## src/rtl/ahb_uart16550_pkg.sv

```systemverilog
// Shared constants and types for the AHB-Lite 16550-style UART.
package ahb_uart16550_pkg;

  localparam logic [2:0] REG_RBR = 3'd0;
  localparam logic [2:0] REG_IER = 3'd1;
  localparam logic [2:0] REG_IIR = 3'd2;
  localparam logic [2:0] REG_LCR = 3'd3;
  localparam logic [2:0] REG_MCR = 3'd4;
  localparam logic [2:0] REG_LSR = 3'd5;
  localparam logic [2:0] REG_MSR = 3'd6;
  localparam logic [2:0] REG_SCR = 3'd7;

  localparam logic [3:0] IIR_RLS  = 4'h6;
  localparam logic [3:0] IIR_RDA  = 4'h4;
  localparam logic [3:0] IIR_THRE = 4'h2;
  localparam logic [3:0] IIR_MS   = 4'h0;
  localparam logic [3:0] IIR_NONE = 4'h1;

  localparam int LSR_DR   = 0;
  localparam int LSR_OE   = 1;
  localparam int LSR_FE   = 3;
  localparam int LSR_THRE = 5;
  localparam int LSR_TEMT = 6;

  localparam int IER_RDA  = 0;
  localparam int IER_THRE = 1;
  localparam int IER_RLS  = 2;
  localparam int IER_MS   = 3;

  localparam int LCR_DLAB = 7;
  localparam int MCR_LOOP = 4;

  localparam logic [7:0] LCR_RESET = 8'h03;

  typedef enum logic [1:0] {
    SER_IDLE  = 2'd0,
    SER_START = 2'd1,
    SER_DATA  = 2'd2,
    SER_STOP  = 2'd3
  } ser_state_e;

endpackage

```

## src/rtl/ahb_uart16550_fifo.sv

```systemverilog
// Synchronous FIFO with full/empty/count; a push and pop in the same cycle are both honoured.
module uart_fifo #(
  parameter int DEPTH = 16,
  parameter int WIDTH = 8
) (
  input  logic                       clk,
  input  logic                       rst,
  input  logic                       clr,
  input  logic                       push,
  input  logic                       pop,
  input  logic [WIDTH-1:0]           wdata,
  output logic [WIDTH-1:0]           rdata,
  output logic                       full,
  output logic                       empty,
  output logic [$clog2(DEPTH):0]     count
);
  localparam int AW = $clog2(DEPTH);

  logic [WIDTH-1:0] mem_r [DEPTH];
  logic [AW-1:0]    wptr_r, rptr_r;
  logic [AW:0]      count_r;
  logic             do_push_s, do_pop_s;

  assign full      = (count_r == (AW+1)'(DEPTH));
  assign empty     = (count_r == '0);
  assign count     = count_r;
  assign rdata     = mem_r[rptr_r];
  assign do_pop_s  = pop & ~empty;
  assign do_push_s = push & (~full | do_pop_s);

  // Storage array, written on accepted pushes.
  always_ff @(posedge clk) begin
    if (do_push_s) mem_r[wptr_r] <= wdata;
  end

  // Pointer and occupancy tracking.
  always_ff @(posedge clk or posedge rst) begin
    if (rst) begin
      wptr_r  <= '0;
      rptr_r  <= '0;
      count_r <= '0;
    end else if (clr) begin
      wptr_r  <= '0;
      rptr_r  <= '0;
      count_r <= '0;
    end else begin
      if (do_push_s) wptr_r <= wptr_r + AW'(1);
      if (do_pop_s)  rptr_r <= rptr_r + AW'(1);
      count_r <= count_r + (AW+1)'(do_push_s) - (AW+1)'(do_pop_s);
    end
  end

endmodule

```

## src/rtl/ahb_uart16550.sv

```systemverilog
// AHB-Lite slave wrapping an 8N1 16550-style UART with TX/RX FIFOs, modem pins and a level IRQ.
module ahb_uart16550 #(
  parameter int          FIFO_DEPTH    = 16,
  parameter logic [15:0] RESET_DIVISOR = 16'd1
) (
  input  logic        HCLK,
  input  logic        HRESET,
  input  logic [31:0] HADDR,
  input  logic [2:0]  HBURST,
  input  logic        HMASTLOCK,
  input  logic [3:0]  HPROT,
  input  logic        HSEL,
  input  logic [2:0]  HSIZE,
  input  logic [1:0]  HTRANS,
  input  logic [31:0] HWDATA,
  input  logic        HWRITE,
  output logic [31:0] HRDATA,
  output logic        HREADY,
  output logic        HRESP,
  input  logic        SI_Endian,
  input  logic        UART_SRX,
  output logic        UART_STX,
  output logic        UART_RTS,
  input  logic        UART_CTS,
  output logic        UART_DTR,
  input  logic        UART_DSR,
  input  logic        UART_RI,
  input  logic        UART_DCD,
  output logic        UART_INT
);
  import ahb_uart16550_pkg::*;
  localparam int CW = $clog2(FIFO_DEPTH) + 1;

  logic dp_valid_r, dp_write_r;
  logic [2:0] dp_addr_r;
  logic [7:0] wr_byte_s, rd_byte_s, lsr_s, lcr_r, scr_r, dll_r, dlm_r;
  logic [3:0] ier_r, iir_code_s, modem_meta_r, modem_sync_r, modem_s, msr_r, msr_delta_r, msr_chg_s;
  logic [4:0] mcr_r;
  logic [15:0] divisor_s, baud_cnt_r;
  logic wr_en_s, rd_en_s, dlab_s, thr_wr_s, rbr_rd_s, lsr_rd_s, msr_rd_s, iir_rd_s, ier_wr_s, fcr_wr_s;
  logic tick_s, tx_empty_s, tx_full_s, rx_empty_s, rx_full_s, tx_pop_s, rx_pop_s, rx_push_s, rx_fe_s, rx_ovr_s;
  logic [7:0] tx_rdata_s, rx_rdata_s;
  logic [CW-1:0] tx_count_s, rx_count_s;
  logic lsr_oe_r, lsr_fe_r, thre_flag_r, tx_empty_d_r, int_r, stx_r, thre_set_s, thre_clr_s;
  logic srx_meta_r, srx_sync_r, srx_prev_r, rx_in_s, tx_line_s;
  ser_state_e tx_state_r, tx_state_s, rx_state_r, rx_state_s;
  logic [3:0] tx_tick_r, tx_tick_s, rx_tick_r, rx_tick_s;
  logic [2:0] tx_bitn_r, tx_bitn_s, rx_bitn_r, rx_bitn_s;
  logic [7:0] tx_shift_r, tx_shift_s, rx_shift_r, rx_shift_s;
  logic unused_s;

  assign unused_s = ^{HADDR[31:5], HADDR[1:0], HBURST, HMASTLOCK, HPROT, HSIZE, HTRANS[0],
                      HWDATA[23:8], tx_count_s, rx_count_s, tx_full_s};

  assign HREADY    = 1'b1;
  assign HRESP     = 1'b0;
  assign UART_STX  = stx_r;
  assign UART_RTS  = ~mcr_r[1];
  assign UART_DTR  = ~mcr_r[0];
  assign UART_INT  = int_r;

  assign wr_byte_s = SI_Endian ? HWDATA[7:0] : HWDATA[31:24];
  assign wr_en_s   = dp_valid_r & dp_write_r;
  assign rd_en_s   = dp_valid_r & ~dp_write_r;
  assign dlab_s    = lcr_r[LCR_DLAB];
  assign thr_wr_s  = wr_en_s & (dp_addr_r == REG_RBR) & ~dlab_s;
  assign ier_wr_s  = wr_en_s & (dp_addr_r == REG_IER) & ~dlab_s;
  assign fcr_wr_s  = wr_en_s & (dp_addr_r == REG_IIR);
  assign rbr_rd_s  = rd_en_s & (dp_addr_r == REG_RBR) & ~dlab_s;
  assign iir_rd_s  = rd_en_s & (dp_addr_r == REG_IIR);
  assign lsr_rd_s  = rd_en_s & (dp_addr_r == REG_LSR);
  assign msr_rd_s  = rd_en_s & (dp_addr_r == REG_MSR);
  assign rx_pop_s  = rbr_rd_s & ~rx_empty_s;
  assign rx_ovr_s  = rx_push_s & rx_full_s & ~rx_pop_s;
  assign HRDATA    = rd_en_s ? (SI_Endian ? {24'h000000, rd_byte_s} : {rd_byte_s, 24'h000000}) : 32'h00000000;

  // Address phase capture; the data phase is always the following cycle.
  always_ff @(posedge HCLK or posedge HRESET) begin
    if (HRESET) begin
      dp_valid_r <= 1'b0;
      dp_write_r <= 1'b0;
      dp_addr_r  <= 3'd0;
    end else begin
      dp_valid_r <= HSEL & HTRANS[1];
      dp_write_r <= HWRITE;
      dp_addr_r  <= HADDR[4:2];
    end
  end

  // Software-visible configuration registers.
  always_ff @(posedge HCLK or posedge HRESET) begin
    if (HRESET) begin
      ier_r <= 4'h0;  lcr_r <= LCR_RESET;  mcr_r <= 5'h00;  scr_r <= 8'h00;
      dll_r <= RESET_DIVISOR[7:0];  dlm_r <= RESET_DIVISOR[15:8];
    end else if (wr_en_s) begin
      case (dp_addr_r)
        REG_RBR: if (dlab_s) dll_r <= wr_byte_s;
        REG_IER: if (dlab_s) dlm_r <= wr_byte_s; else ier_r <= wr_byte_s[3:0];
        REG_LCR: lcr_r <= wr_byte_s;
        REG_MCR: mcr_r <= wr_byte_s[4:0];
        REG_SCR: scr_r <= wr_byte_s;
        default: ;
      endcase
    end
  end

  // 16x baud tick; a zero divisor parks the counter and freezes both serial engines.
  assign divisor_s = {dlm_r, dll_r};
  assign tick_s    = (divisor_s != 16'd0) && (baud_cnt_r >= divisor_s - 16'd1);
  always_ff @(posedge HCLK or posedge HRESET) begin
    if (HRESET) baud_cnt_r <= 16'd0;
    else if ((divisor_s == 16'd0) || tick_s) baud_cnt_r <= 16'd0;
    else baud_cnt_r <= baud_cnt_r + 16'd1;
  end

  uart_fifo #(.DEPTH(FIFO_DEPTH), .WIDTH(8)) u_tx_fifo (
    .clk(HCLK), .rst(HRESET), .clr(fcr_wr_s & wr_byte_s[2]), .push(thr_wr_s), .pop(tx_pop_s),
    .wdata(wr_byte_s), .rdata(tx_rdata_s), .full(tx_full_s), .empty(tx_empty_s), .count(tx_count_s));

  uart_fifo #(.DEPTH(FIFO_DEPTH), .WIDTH(8)) u_rx_fifo (
    .clk(HCLK), .rst(HRESET), .clr(fcr_wr_s & wr_byte_s[1]), .push(rx_push_s), .pop(rx_pop_s),
    .wdata(rx_shift_r), .rdata(rx_rdata_s), .full(rx_full_s), .empty(rx_empty_s), .count(rx_count_s));

  // Serial engine state registers.
  always_ff @(posedge HCLK or posedge HRESET) begin
    if (HRESET) begin
      tx_state_r <= SER_IDLE;  tx_tick_r <= 4'd0;  tx_bitn_r <= 3'd0;  tx_shift_r <= 8'h00;
      rx_state_r <= SER_IDLE;  rx_tick_r <= 4'd0;  rx_bitn_r <= 3'd0;  rx_shift_r <= 8'h00;
    end else begin
      tx_state_r <= tx_state_s;  tx_tick_r <= tx_tick_s;  tx_bitn_r <= tx_bitn_s;  tx_shift_r <= tx_shift_s;
      rx_state_r <= rx_state_s;  rx_tick_r <= rx_tick_s;  rx_bitn_r <= rx_bitn_s;  rx_shift_r <= rx_shift_s;
    end
  end

  // Transmitter next state: the FIFO is popped as the start bit begins.
  always_comb begin
    tx_state_s = tx_state_r;  tx_bitn_s = tx_bitn_r;  tx_shift_s = tx_shift_r;
    tx_tick_s  = tick_s ? tx_tick_r + 4'd1 : tx_tick_r;
    tx_pop_s   = 1'b0;
    tx_line_s  = 1'b1;
    case (tx_state_r)
      SER_IDLE: begin
        tx_tick_s = 4'd0;
        if (tick_s && !tx_empty_s) begin
          tx_state_s = SER_START;  tx_pop_s = 1'b1;  tx_shift_s = tx_rdata_s;
        end else begin
          tx_state_s = SER_IDLE;
        end
      end
      SER_START: begin
        tx_line_s = 1'b0;
        if (tick_s && tx_tick_r == 4'd15) begin tx_state_s = SER_DATA; tx_bitn_s = 3'd0; end
        else begin tx_state_s = SER_START; end
      end
      SER_DATA: begin
        tx_line_s = tx_shift_r[0];
        if (tick_s && tx_tick_r == 4'd15) begin
          tx_shift_s = {1'b0, tx_shift_r[7:1]};
          tx_bitn_s  = tx_bitn_r + 3'd1;
          tx_state_s = (tx_bitn_r == 3'd7) ? SER_STOP : SER_DATA;
        end else begin
          tx_state_s = SER_DATA;
        end
      end
      SER_STOP: begin
        if (tick_s && tx_tick_r == 4'd15) tx_state_s = SER_IDLE;
        else tx_state_s = SER_STOP;
      end
      default: tx_state_s = SER_IDLE;
    endcase
  end

  // Receiver next state: start confirmed half a bit in, then one sample per bit at mid-bit.
  always_comb begin
    rx_state_s = rx_state_r;  rx_bitn_s = rx_bitn_r;  rx_shift_s = rx_shift_r;
    rx_tick_s  = tick_s ? rx_tick_r + 4'd1 : rx_tick_r;
    rx_push_s  = 1'b0;
    rx_fe_s    = 1'b0;
    case (rx_state_r)
      SER_IDLE: begin
        rx_tick_s = 4'd0;
        if (srx_prev_r && !srx_sync_r) rx_state_s = SER_START;
        else rx_state_s = SER_IDLE;
      end
      SER_START: begin
        if (tick_s && rx_tick_r == 4'd7) begin
          rx_tick_s  = 4'd0;
          rx_bitn_s  = 3'd0;
          rx_state_s = srx_sync_r ? SER_IDLE : SER_DATA;
        end else begin
          rx_state_s = SER_START;
        end
      end
      SER_DATA: begin
        if (tick_s && rx_tick_r == 4'd15) begin
          rx_shift_s = {srx_sync_r, rx_shift_r[7:1]};
          rx_bitn_s  = rx_bitn_r + 3'd1;
          rx_state_s = (rx_bitn_r == 3'd7) ? SER_STOP : SER_DATA;
        end else begin
          rx_state_s = SER_DATA;
        end
      end
      SER_STOP: begin
        if (tick_s && rx_tick_r == 4'd15) begin
          rx_push_s = 1'b1;  rx_fe_s = ~srx_sync_r;  rx_state_s = SER_IDLE;
        end else begin
          rx_state_s = SER_STOP;
        end
      end
      default: rx_state_s = SER_IDLE;
    endcase
  end

  // Input synchronisers; loopback routes the TX line into RX before synchronisation.
  assign rx_in_s = mcr_r[MCR_LOOP] ? tx_line_s : UART_SRX;
  assign modem_s = mcr_r[MCR_LOOP] ? {mcr_r[3], mcr_r[2], mcr_r[0], mcr_r[1]} : ~modem_sync_r;
  always_ff @(posedge HCLK or posedge HRESET) begin
    if (HRESET) begin
      srx_meta_r <= 1'b1;  srx_sync_r <= 1'b1;  srx_prev_r <= 1'b1;
      modem_meta_r <= 4'hF;  modem_sync_r <= 4'hF;
    end else begin
      srx_meta_r <= rx_in_s;  srx_sync_r <= srx_meta_r;  srx_prev_r <= srx_sync_r;
      modem_meta_r <= {UART_DCD, UART_RI, UART_DSR, UART_CTS};
      modem_sync_r <= modem_meta_r;
    end
  end

  // Interrupt source priority; bit0 low means an interrupt is pending.
  always_comb begin
    if (ier_r[IER_RLS] && (lsr_oe_r || lsr_fe_r)) iir_code_s = IIR_RLS;
    else if (ier_r[IER_RDA] && !rx_empty_s) iir_code_s = IIR_RDA;
    else if (ier_r[IER_THRE] && tx_empty_s && thre_flag_r) iir_code_s = IIR_THRE;
    else if (ier_r[IER_MS] && (|msr_delta_r)) iir_code_s = IIR_MS;
    else iir_code_s = IIR_NONE;
  end

  // Line status assembly.
  always_comb begin
    lsr_s = 8'h00;
    lsr_s[LSR_DR]   = ~rx_empty_s;
    lsr_s[LSR_OE]   = lsr_oe_r;
    lsr_s[LSR_FE]   = lsr_fe_r;
    lsr_s[LSR_THRE] = tx_empty_s;
    lsr_s[LSR_TEMT] = tx_empty_s & (tx_state_r == SER_IDLE);
  end

  assign msr_chg_s  = {modem_s[3] ^ msr_r[3], modem_s[2] & ~msr_r[2], modem_s[1] ^ msr_r[1], modem_s[0] ^ msr_r[0]};
  assign thre_set_s = (tx_empty_s & ~tx_empty_d_r) | (ier_wr_s & ~ier_r[IER_THRE] & wr_byte_s[IER_THRE]);
  assign thre_clr_s = thr_wr_s | (iir_rd_s & (iir_code_s == IIR_THRE));

  // Sticky status flags, modem deltas, IRQ and serial output; new events win over read-clears.
  always_ff @(posedge HCLK or posedge HRESET) begin
    if (HRESET) begin
      lsr_oe_r <= 1'b0;  lsr_fe_r <= 1'b0;  msr_r <= 4'h0;  msr_delta_r <= 4'h0;
      thre_flag_r <= 1'b0;  tx_empty_d_r <= 1'b1;  int_r <= 1'b0;  stx_r <= 1'b1;
    end else begin
      if (rx_ovr_s) lsr_oe_r <= 1'b1; else if (lsr_rd_s) lsr_oe_r <= 1'b0;
      if (rx_push_s && rx_fe_s) lsr_fe_r <= 1'b1; else if (lsr_rd_s) lsr_fe_r <= 1'b0;
      if (thre_set_s) thre_flag_r <= 1'b1; else if (thre_clr_s) thre_flag_r <= 1'b0;
      msr_r        <= modem_s;
      msr_delta_r  <= (msr_delta_r & {4{~msr_rd_s}}) | msr_chg_s;
      tx_empty_d_r <= tx_empty_s;
      int_r        <= ~iir_code_s[0];
      stx_r        <= mcr_r[MCR_LOOP] | tx_line_s;
    end
  end

  // Register read mux.
  always_comb begin
    rd_byte_s = 8'h00;
    case (dp_addr_r)
      REG_RBR: rd_byte_s = dlab_s ? dll_r : (rx_empty_s ? 8'h00 : rx_rdata_s);
      REG_IER: rd_byte_s = dlab_s ? dlm_r : {4'h0, ier_r};
      REG_IIR: rd_byte_s = {4'hC, iir_code_s};
      REG_LCR: rd_byte_s = lcr_r;
      REG_MCR: rd_byte_s = {3'b000, mcr_r};
      REG_LSR: rd_byte_s = lsr_s;
      REG_MSR: rd_byte_s = {msr_r, msr_delta_r};
      REG_SCR: rd_byte_s = scr_r;
      default: rd_byte_s = 8'h00;
    endcase
  end

endmodule

```

## config.mk

```make
export PLATFORM = sky130hd
export DESIGN_NAME = ahb_uart16550
export DESIGN_NICKNAME = d
export VERILOG_FILES = /design/src/rtl/ahb_uart16550_pkg.sv /design/src/rtl/ahb_uart16550_fifo.sv /design/src/rtl/ahb_uart16550.sv
export SDC_FILE = /design/constraint.sdc
export NUM_CORES = 1
export LEC_CHECK = 0
export BUFFER_PORTS_ARGS = -buffer_cell sky130_fd_sc_hd__buf_2
export CAP_MARGIN = 10
export CORE_UTILIZATION = 55
export DETAILED_ROUTE_END_ITERATION = 6
export GPL_TIMING_DRIVEN = 0
export PLACE_DENSITY = 0.74
export SYNTH_ARGS = -nofsm -noshare
export SYNTH_HDL_FRONTEND = slang
export SYNTH_HIERARCHICAL = 1
export SYNTH_SLANG_ARGS = --single-unit
export TNS_END_PERCENT = 30
```

## constraint.sdc

```tcl
create_clock -name HCLK -period 6.24 [get_ports HCLK]
set_input_delay 0 -clock HCLK [delete_from_list [all_inputs] [get_ports HCLK]]
set_output_delay 0 -clock HCLK [all_outputs]
set_load 0.1 [all_outputs]
```

==> results.sh, run 1 <==
export IMPL_status="finished with violations"
export IMPL_violations="DRC"
export IMPL_clkLatencyLatePin_ns=0.54
export IMPL_worst_slew_pin_slew_ns=1.282
export IMPL_core_sq_um=32700
export IMPL_fmax_mhz=174.5
export IMPL_worstSetupStartpointType="flip-flop"
export IMPL_synthCells=1373
export IMPL_rrSetupSlack_ns=0.51
export IMPL_comb_power_share=0.166
export IMPL_root_buffer="clkbuf_16"
export IMPL_finalClockSkew_ns=0.02064
export IMPL_first_global_vias=11270
export IMPL_setup_ws_ns=0.5104
export IMPL_period_share=0.9182
export IMPL_cts_tree="yes"
export IMPL_cts_clk_slew_worst_paths_ns=0.06
export IMPL_grt_max_degree=82
export IMPL_p_clk_frac=0.378
export IMPL_path_class="flip-flop to flip-flop"
export IMPL_fin_crit_ns=5.730
export IMPL_final_cell_mix="edfxtp_1 (256), nor2_1 (158), dfrtp_1 (131)"
export IMPL_power_density_nw_per_um2=322.2
export IMPL_avgSynthCellArea_sq_um=13.39
export IMPL_io_buffer_count=49
export IMPL_maxSlewViolCount=0
export IMPL_nNetsFinal=1637
export IMPL_cap_violations=0
export IMPL_critical_path_required_ns=6.39
export IMPL_area_delta_synth_final_pct=13.53
export IMPL_grt_ovfl_total=0
export IMPL_leakage_nw=7.900
export IMPL_final_common_cell="edfxtp_1"
export IMPL_post_place_ws_ns=0.4832
export IMPL_top_regs="u_rx_fifo/mem_r (128), u_tx_fifo/mem_r (128), baud_cnt_r (16)"
export IMPL_cp_arrival_ns=5.88
export IMPL_cts_max_level=2
export IMPL_end_kind="flip-flop"
export IMPL_antenna_found_initial=0
export IMPL_synth_area_sq_um=18390
export IMPL_die_x_um=184.8
export IMPL_cp_max_fo=10
export IMPL_pin_count=125
export IMPL_dp_hpwl_mm=28.19
export IMPL_start_util=0.5622
export IMPL_num_vias=11710
export IMPL_p_switching_mw=1.800
export IMPL_cts_resized=0
export IMPL_sequentialPowerShare=0.456
export IMPL_peakVddDrop_mv=0.2175
export IMPL_drive_gt1_frac=0.1691
export IMPL_clock_sinks=403
export IMPL_drc=3
export IMPL_p_sw_frac=0.2676
export IMPL_post_drt_wl_per_cell_um=20.98
export IMPL_die_h_um=184.8
export IMPL_internal_power_mw=4.926
export IMPL_total_power_mw=6.725
export IMPL_die_area_sq_um=34160
export IMPL_grt_pass1_wl_mm=64.27
export IMPL_routed_via_density=5.912
export IMPL_place_gp_congestion=0.9460
export IMPL_wl_mm=41.53
export IMPL_hp_class="primary input to flip-flop"
export IMPL_dr_first_iter_drc_count=1132
export IMPL_yosysWarnings=6
export IMPL_rsz0062_at_grt="false"
export IMPL_hold_viol_final=0
export IMPL_ant_nets=0
export IMPL_firstDrtPassIters=7
export IMPL_track_usage=0.2501
export IMPL_numCtsBuffers=43
export IMPL_finalSetupTns_ns=0
export IMPL_num_rows=66
export IMPL_clock_path_buffers=3
export IMPL_relSlewSlack=0.1211
export IMPL_num_antenna_cells=0
export IMPL_setup_viol=0
==> power groups by stage <==
stage                     Sequential [mW]  Clock [mW]  Combinational [mW]
final                                3.06        2.54                1.12
after detailed placement             3.12           0                1.10
after global routing                 3.08        2.69                1.22
after CTS                            3.06        2.58                1.11
after floorplan                      3.08           0               0.852
after global placement               3.11           0                1.07
==> what timing repair did <==
item,CTS,global route
hold buffers,14,0
endpoints found under the hold margin,143,0
buffers inserted,0,0
==> worst max-delay path, cell delays in order (launching register included) <==
cell      delay, ns
dfrtp_1        0.46
nor4_4         0.37
or2b_1         0.29
nor3_1         0.34
nand2_1        0.11
xor2_1         0.16
ha_1           0.32
nand4_1        0.20
a211oi_1       0.23
a32oi_1        0.17
a21boi_1       0.57
buf_6          0.23
and2_1         0.34
o21a_1         0.34
nand2_1        0.21
nor3_1         1.00
==> cell type report <==
cell class / instances / area [sq um]
Buffer: 84 / 586.8
Clock buffer: 56 / 1135
Clock inverter: 23 / 279.0
Fill cell: 2425 / 11830
Inverter: 50 / 192.7
Multi-Input combinational cell: 852 / 6290
Sequential cell: 403 / 11390
Tap cell: 442 / 553.0
Timing Repair Buffer: 70 / 450.4
==> path summary, 6_finish.rpt <==
| path | start | to | depth (start not counted) |
|---|---|---|---|
| min in group asynchronous | HRESET | tx_shift_r[7]$_DFFE_PP0P_ | 3 |
| min | HWDATA[28] | dll_r[4]$_DFFE_PP0P_ | 3 |
| max | dll_r[7]$_DFFE_PP0P_ | u_tx_fifo/mem_r[2][7]$_DFFE_PP_ | 15 |
| max reg2reg | dll_r[7]$_DFFE_PP0P_ | u_tx_fifo/mem_r[2][7]$_DFFE_PP_ | 15 |
| max in group asynchronous | HRESET | modem_sync_r[3]$_DFF_PP1_ | 4 |
| min reg2reg | modem_meta_r[0]$_DFF_PP1_ | modem_sync_r[0]$_DFF_PP1_ | 0 |
==> layer usage <==
layer / vias up / global-route usage / wire [um]
li1: 5291 / - / -
met1: 5864 / 0.3697 / 18640
met2: 478 / 0.3916 / 19000
met3: 72 / 0.03834 / 3061
met4: 0 / 0.05818 / 827
met5: - / 0 / 0
==> per-stage QoR <==
stage | area, sq um | utilization | hold WS, ns | std cells
after floorplan | 18450 | - | -0.1230 | 1389
after global placement | 19240 | 0.5885 | 0.1063 | 1880
after detailed placement | 19280 | 0.5896 | 0.1023 | 1882
after CTS | 20840 | 0.6371 | 0.008595 | 1975
after global routing | 20870 | 0.6383 | 0.04807 | 1980
final | 20870 | 0.6383 | 0.03381 | 1980
No activity file was read; power rests on OpenSTA's default activity.
==> run 2: changes to the inputs <==
--- a/config.mk
+++ b/config.mk
@@ -11,6 +11,7 @@
 export DETAILED_ROUTE_END_ITERATION = 6
 export GPL_TIMING_DRIVEN = 0
 export PLACE_DENSITY = 0.74
+export RECOVER_POWER = 50
 export SYNTH_ARGS = -nofsm -noshare
 export SYNTH_HDL_FRONTEND = slang
 export SYNTH_HIERARCHICAL = 1
==> constraint.sdc (replaced) <==
create_clock -name HCLK -period 6.8 [get_ports HCLK]
set_input_delay 0 -clock HCLK [delete_from_list [all_inputs] [get_ports HCLK]]
set_output_delay 0 -clock HCLK [all_outputs]
set_load 0.1 [all_outputs]
==> run 2 against run 1 <==
Net effect: the flow finishes with violations (capacitance limit, slew limit); flip-flop and latch count stayed put; wire length hardly changed; critical path depth stayed put; total power is 8.3% lower; non-clock buffer count stayed put; sequential share of layout area is 0.098 points higher; critical path type unchanged; critical endpoint unchanged.
==> results.sh, run 2 (synthesis results as in run 1) <==
export IMPL_status="finished with violations"
export IMPL_violations="capacitance limit, slew limit"
export IMPL_grt_ovfl_total=0
export IMPL_antenna_found_initial=0
export IMPL_r2r_end="u_tx_fifo/mem_r[2][7]$_DFFE_PP_"
export IMPL_setup_viol=0
export IMPL_clock_sinks=403
export IMPL_dp_cells=1882
export IMPL_relSlewSlack=-1.528
export IMPL_grt_pass1_wl_mm=64.27
export IMPL_num_rows=66
export IMPL_nNetsFinal=1637
export IMPL_drive_gt1_frac=0.1599
export IMPL_peakVddDrop_mv=0.1999
export IMPL_worst_slew_pin_slew_ns=3.793
export IMPL_root_buffer="clkbuf_16"
export IMPL_track_usage=0.2501
export IMPL_ant_nets=0
export IMPL_cts_setup_buffers=0
export IMPL_final_common_cell="edfxtp_1"
export IMPL_final_cell_mix="edfxtp_1 (256), nor2_1 (158), dfrtp_1 (131)"
export IMPL_cpPeakStageDelay_ns=1.00
export IMPL_met3_usage=0.03834
export IMPL_grt_busiest_layer="met2"
export IMPL_r2r_start="dll_r[7]$_DFFE_PP0P_"
export IMPL_numCtsBuffers=43
export IMPL_place_gp_congestion=0.9460
export IMPL_drc=0
export IMPL_hold_end="dll_r[4]$_DFFE_PP0P_"
export IMPL_start_util=0.5622
export IMPL_io_buffer_count=49
export IMPL_core_sq_um=32700
export IMPL_fin_crit_ns=5.740
export IMPL_use_met1=0.3697
export IMPL_fmax_mhz=174.2
export IMPL_path_class="flip-flop to flip-flop"
export IMPL_power_density_nw_per_um2=296.1
export IMPL_cts_clk_slew_worst_paths_ns=0.06
export IMPL_die_h_um=184.8
export IMPL_maxSlewViolCount=124
export IMPL_cts_tree="yes"
export IMPL_cts_max_level=2
export IMPL_stdcell_count=1980
export IMPL_critPathTopFamily="simple AND/OR/NAND/NOR gates"
export IMPL_rsz0062_at_grt="false"
export IMPL_critPathSlowestCell="nor3_1"
export IMPL_use_met2=0.3916
export IMPL_first_global_vias=11270
export IMPL_clkLatencyLatePin_ns=0.54
export IMPL_min_path_cells=3
export IMPL_top_regs="u_rx_fifo/mem_r (128), u_tx_fifo/mem_r (128), baud_cnt_r (16)"
export IMPL_worstSetupStartpointType="flip-flop"
export IMPL_critical_path_required_ns=6.95
export IMPL_pin_count=125
export IMPL_period_share=0.8441
export IMPL_leakage_nw=7.856
export IMPL_dp_hpwl_mm=28.19
export IMPL_finalClockSkew_ns=0.02156
export IMPL_path_cells="nor4_4 > or2b_1 > nor3_1 > nand2_1 > xor2_1 > ha_1 > nand4_1 > a211oi_1 > a32oi_1 > a21boi_1 > buf_6 > and2_1 > o21a_1 > nand2_1 > nor3_1"
export IMPL_firstDrtPassIters=6
export IMPL_reg2regPathDepth=15
export IMPL_clock_path_buffers=3
export IMPL_num_vias=11660
export IMPL_rrSetupSlack_ns=1.06
export IMPL_wl_mm=41.50
export IMPL_grt_max_degree=82
export IMPL_hold_viol_final=0
export IMPL_cp_max_fo=10
export IMPL_end_kind="flip-flop"
export IMPL_die_x_um=184.8
export IMPL_crit_buf_inv=1
export IMPL_die_area_sq_um=34160
export IMPL_dr_first_iter_drc_count=1119
export IMPL_post_drt_wl_per_cell_um=20.96
export IMPL_finalSetupTns_ns=0
export IMPL_cp_arrival_ns=5.89
export IMPL_area_delta_synth_final_pct=13.33
export IMPL_hp_class="primary input to flip-flop"
export IMPL_routed_via_density=5.889
export IMPL_num_antenna_cells=0
export IMPL_cap_violations=2
export IMPL_hp_start="HWDATA[28]"
==> run 2: cell count changes in the layout (fill, tap and decap cells not counted), moves of 2 or more <==
cell / previous run / this run
dfstp_1: 0 / 2
dfstp_2: 16 / 14
clkbuf_1: 45 / 55
buf_2: 57 / 47
==> run 2: power breakdown <==
part	switching, mW	leakage (nW)	internal, mW
sequential	0.0962	3.77	2.72
combinational	0.627	3.40	0.392
clock	0.931	0.688	1.41
total	1.65	7.86	4.51
==> run 2: tightest hold or removal path, delay by kind of cell <==
family	cells	cell delay [ns]
buf+inv	1	0.08
compound gates	1	0.20
mux	1	0.24
==> run 2: through the flow <==
stage | area (sq um) | hold WS, ns | util | total power [mW] | setup WS (ns)
floorplan | 18450 | -0.1230 | - | 3.607 | 2.029
CTS | 20840 | 0.008595 | 0.6371 | 6.199 | 1.021
global route | 20840 | 0.04807 | 0.6371 | 6.404 | 0.5499
finish | 20840 | 0.03480 | 0.6371 | 6.169 | 1.060
detailed placement | 19280 | 0.1023 | 0.5896 | 3.866 | 1.043
global placement | 19240 | 0.1063 | 0.5885 | 3.835 | 1.206
==> run 2: how the worst max path moves through the flow <==
stage / startpoint / to / slack [ns] / cells past startpoint
finish: dll_r[7]$_DFFE_PP0P_ / u_tx_fifo/mem_r[2][7]$_DFFE_PP_ / 1.06 / 15
global route: HRESET / lcr_r[5]$_DFFE_PP0P_ / 0.55 / 4
CTS: dll_r[4]$_DFFE_PP0P_ / u_tx_fifo/mem_r[1][3]$_DFFE_PP_ / 1.02 / 16
detailed placement: dll_r[4]$_DFFE_PP0P_ / u_tx_fifo/mem_r[1][2]$_DFFE_PP_ / 1.04 / 16
global placement: dll_r[4]$_DFFE_PP0P_ / u_tx_fifo/mem_r[2][2]$_DFFE_PP_ / 1.21 / 16
floorplan: dll_r[4]$_DFFE_PP0P_ / u_tx_fifo/count[4]$_DFF_PP0_ / 2.03 / 22
==> run 2: cell type report <==
type                       instances  area, sq um
sequential                       403        11390
multi-input combinational        852         6286
timing repair buffer              70        420.4
clock inverter                    23        279.0
tap                              442        553.0
fill                            2432        11870
clock buffer                      56         1135
buffer                            84        586.8
inverter                          50        188.9
==> run 2: routing by layer <==
metal	wire length (um)	up-vias
met5	0	-
met4	784	0
met3	3076	64
met2	19120	466
met1	18520	5846
li1	-	5285
==> run 2: what timing repair did <==
item | CTS | global route
hold buffers | 14 | 0
resized for setup | 0 | 0
hold endpoints to repair | 143 | 0
==> run 3: changes to the inputs <==
--- a/config.mk
+++ b/config.mk
@@ -5,12 +5,13 @@
 export SDC_FILE = /design/constraint.sdc
 export NUM_CORES = 1
 export LEC_CHECK = 0
+export ABC_AREA = 1
 export BUFFER_PORTS_ARGS = -buffer_cell sky130_fd_sc_hd__buf_2
 export CAP_MARGIN = 10
 export CORE_UTILIZATION = 55
 export DETAILED_ROUTE_END_ITERATION = 6
 export GPL_TIMING_DRIVEN = 0
-export PLACE_DENSITY = 0.74
+export PLACE_DENSITY = 0.76
 export RECOVER_POWER = 50
 export SYNTH_ARGS = -nofsm -noshare
 export SYNTH_HDL_FRONTEND = slang
==> constraint.sdc (replaced) <==
create_clock -name HCLK -period 4.7 [get_ports HCLK]
set_input_delay 0 -clock HCLK [delete_from_list [all_inputs] [get_ports HCLK]]
set_output_delay 0 -clock HCLK [all_outputs]
set_load 0.1 [all_outputs]
==> run 3 against run 2 <==
Net effect: the flow still finishes with violations (capacitance limit, slew limit); clock skew is 0.0029 ns lower; synthesized cell count is 52% higher; total power is 42% higher; hold slack better by 0.060 ns; clock power is 43% higher; global-route usage is 2.6 points higher; die area is 4.8% higher; area after synthesis is 4.8% higher; flip-flop and latch count stayed put; setup slack worse by 0.86 ns; first-iteration DRC count is 36% higher; largest power group unchanged.
==> results.sh, run 3 <==
export IMPL_status="finished with violations"
export IMPL_violations="capacitance limit, slew limit"
export IMPL_cp_arrival_ns=4.95
export IMPL_power_density_nw_per_um2=399.1
export IMPL_relSlewSlack=-0.4040
export IMPL_pin_count=125
export IMPL_io_buffer_count=48
export IMPL_cpPeakStageDelay_ns=0.45
export IMPL_num_rows=68
export IMPL_ant_nets=0
export IMPL_nNetsFinal=2372
export IMPL_clock_path_buffers=3
export IMPL_die_h_um=189.2
export IMPL_worst_slew_pin_slew_ns=2.094
export IMPL_total_power_mw=8.763
export IMPL_dp_hpwl_mm=32.77
export IMPL_path_common_cell="nand2_1"
export IMPL_yosysWarnings=6
export IMPL_finalClockSkew_ns=0.01866
export IMPL_grt_ovfl_total=0
export IMPL_hold_viol_final=0
export IMPL_drive_gt1_frac=0.1118
export IMPL_place_gp_congestion=0.9626
export IMPL_core_sq_um=34540
export IMPL_wl_mm=48.14
export IMPL_worstSetupStartpointType="flip-flop"
export IMPL_start_util=0.5579
export IMPL_clock_sinks=403
export IMPL_stdcell_count=2727
export IMPL_maxSlewViolCount=124
export IMPL_antenna_found_initial=1
export IMPL_leakage_nw=9.969
export IMPL_final_common_cell="nand2_1"
export IMPL_track_usage=0.2761
export IMPL_post_place_ws_ns=-0.09354
export IMPL_cts_tree="yes"
export IMPL_path_class="flip-flop to flip-flop"
export IMPL_routed_via_density=5.369
export IMPL_dr_first_iter_drc_count=1519
export IMPL_cts_clk_slew_worst_paths_ns=0.06
export IMPL_hp_class="primary input to flip-flop"
export IMPL_peakVddDrop_mv=0.4411
export IMPL_synthCells=2092
export IMPL_avgSynthCellArea_sq_um=9.212
export IMPL_top_regs="u_rx_fifo/mem_r (128), u_tx_fifo/mem_r (128), baud_cnt_r (16)"
export IMPL_cts_max_level=2
export IMPL_drc=0
export IMPL_dp_cells=2612
export IMPL_synth_area_sq_um=19270
export IMPL_area_delta_synth_final_pct=13.95
export IMPL_grt_max_degree=76
export IMPL_setup_viol=0
export IMPL_first_global_vias=14310
export IMPL_rsz0062_at_grt="true"
export IMPL_clkLatencyLatePin_ns=0.56
export IMPL_post_drt_wl_per_cell_um=17.65
export IMPL_die_x_um=189.2
export IMPL_num_vias=14640
export IMPL_numCtsBuffers=42
export IMPL_setup_ws_ns=0.2028
export IMPL_timing_hold_ws_ns=0.09461
export IMPL_die_area_sq_um=35790
export IMPL_period_share=0.9569
export IMPL_cap_violations=2
export IMPL_critical_path_required_ns=5.15
export IMPL_grt_pass1_wl_mm=75.58
export IMPL_fmax_mhz=222.4
export IMPL_firstDrtPassIters=5
export IMPL_end_kind="flip-flop"
export IMPL_utilization=0.6357
export IMPL_final_cell_mix="nand2_1 (644), edfxtp_1 (256), inv_1 (251)"
export IMPL_cp_max_fo=6
export IMPL_root_buffer="clkbuf_16"
export IMPL_fin_crit_ns=4.497
export IMPL_critPathSlowestCell="dfrtp_1"
==> run 3: layer usage <==
layer | routed length, um | global-route usage
met3 | 3375 | 0.03967
met5 | 0 | 0
met2 | 22960 | 0.4550
met4 | 2118 | 0.1355
met1 | 19690 | 0.3596
==> run 3: path summary, 6_finish.rpt <==
check                                startpoint                           end  slack (ns)  cells past startpoint
min                                     UART_RI     modem_meta_r[2]$_DFF_PP1_        0.09                      2
max in group asynchronous                HRESET      baud_cnt_r[13]$_DFF_PP0_        1.49                      4
max reg2reg                dll_r[2]$_DFFE_PP0P_  u_tx_fifo/count[4]$_DFF_PP0_        0.20                     30
min in group asynchronous                HRESET  u_tx_fifo/count[0]$_DFF_PP0_        0.14                      3
max                        dll_r[2]$_DFFE_PP0P_  u_tx_fifo/count[4]$_DFF_PP0_        0.20                     30
min reg2reg                srx_meta_r$_DFF_PP1_          srx_sync_r$_DFF_PP1_        0.35                      0
==> run 3: critical path: cells and delay by family (launching register included) <==
family                     cells  cell delay [ns]
AOI/OAI and AO/OA              4             0.59
buffers and inverters          6             0.50
and+or+nand+nor               16             1.76
adders and majority gates      3             0.88
DFF                            1             0.45
xor gates and xnor gates       1             0.19
==> run 3: cell type report <==
cell class / instances / area (sq um)
clock inverters: 14 / 162.7
diodes: 1 / 2.502
multi-input cells: 1360 / 6521
flip-flops and latches: 403 / 11390
clock buffers: 62 / 1239
inverters: 267 / 1003
plain buffers: 78 / 473.0
repair buffers: 87 / 603.1
well taps: 455 / 569.3
fillers: 2760 / 12580
==> run 3: report_power, final <==
group | internal, mW | switching (mW) | leakage (nW)
logic | 0.405 | 0.913 | 5.46
registers | 3.95 | 0.140 | 3.82
clock network | 2.00 | 1.36 | 0.691
==> run 3: what timing repair did <==
action | in CTS | in global routing
hold buffers | 30 | 0
pin swaps | 0 | 4
gates resized for setup | 1 | 14
endpoints found under the hold margin | 155 | 0
endpoints found under the setup margin | 1 | 264
buffers inserted | 0 | 8
==> run 3: through the flow <==
| step | cell area, sq um | TNS [ns] |
|---|---|---|
| final | 21960 | 0 |
| after global routing | 21960 | -3.118 |
| after CTS | 21880 | 0 |
| after detailed placement | 20170 | -0.09354 |
| after global placement | 20140 | -0.01421 |
| after floorplan | 19330 | 0 |
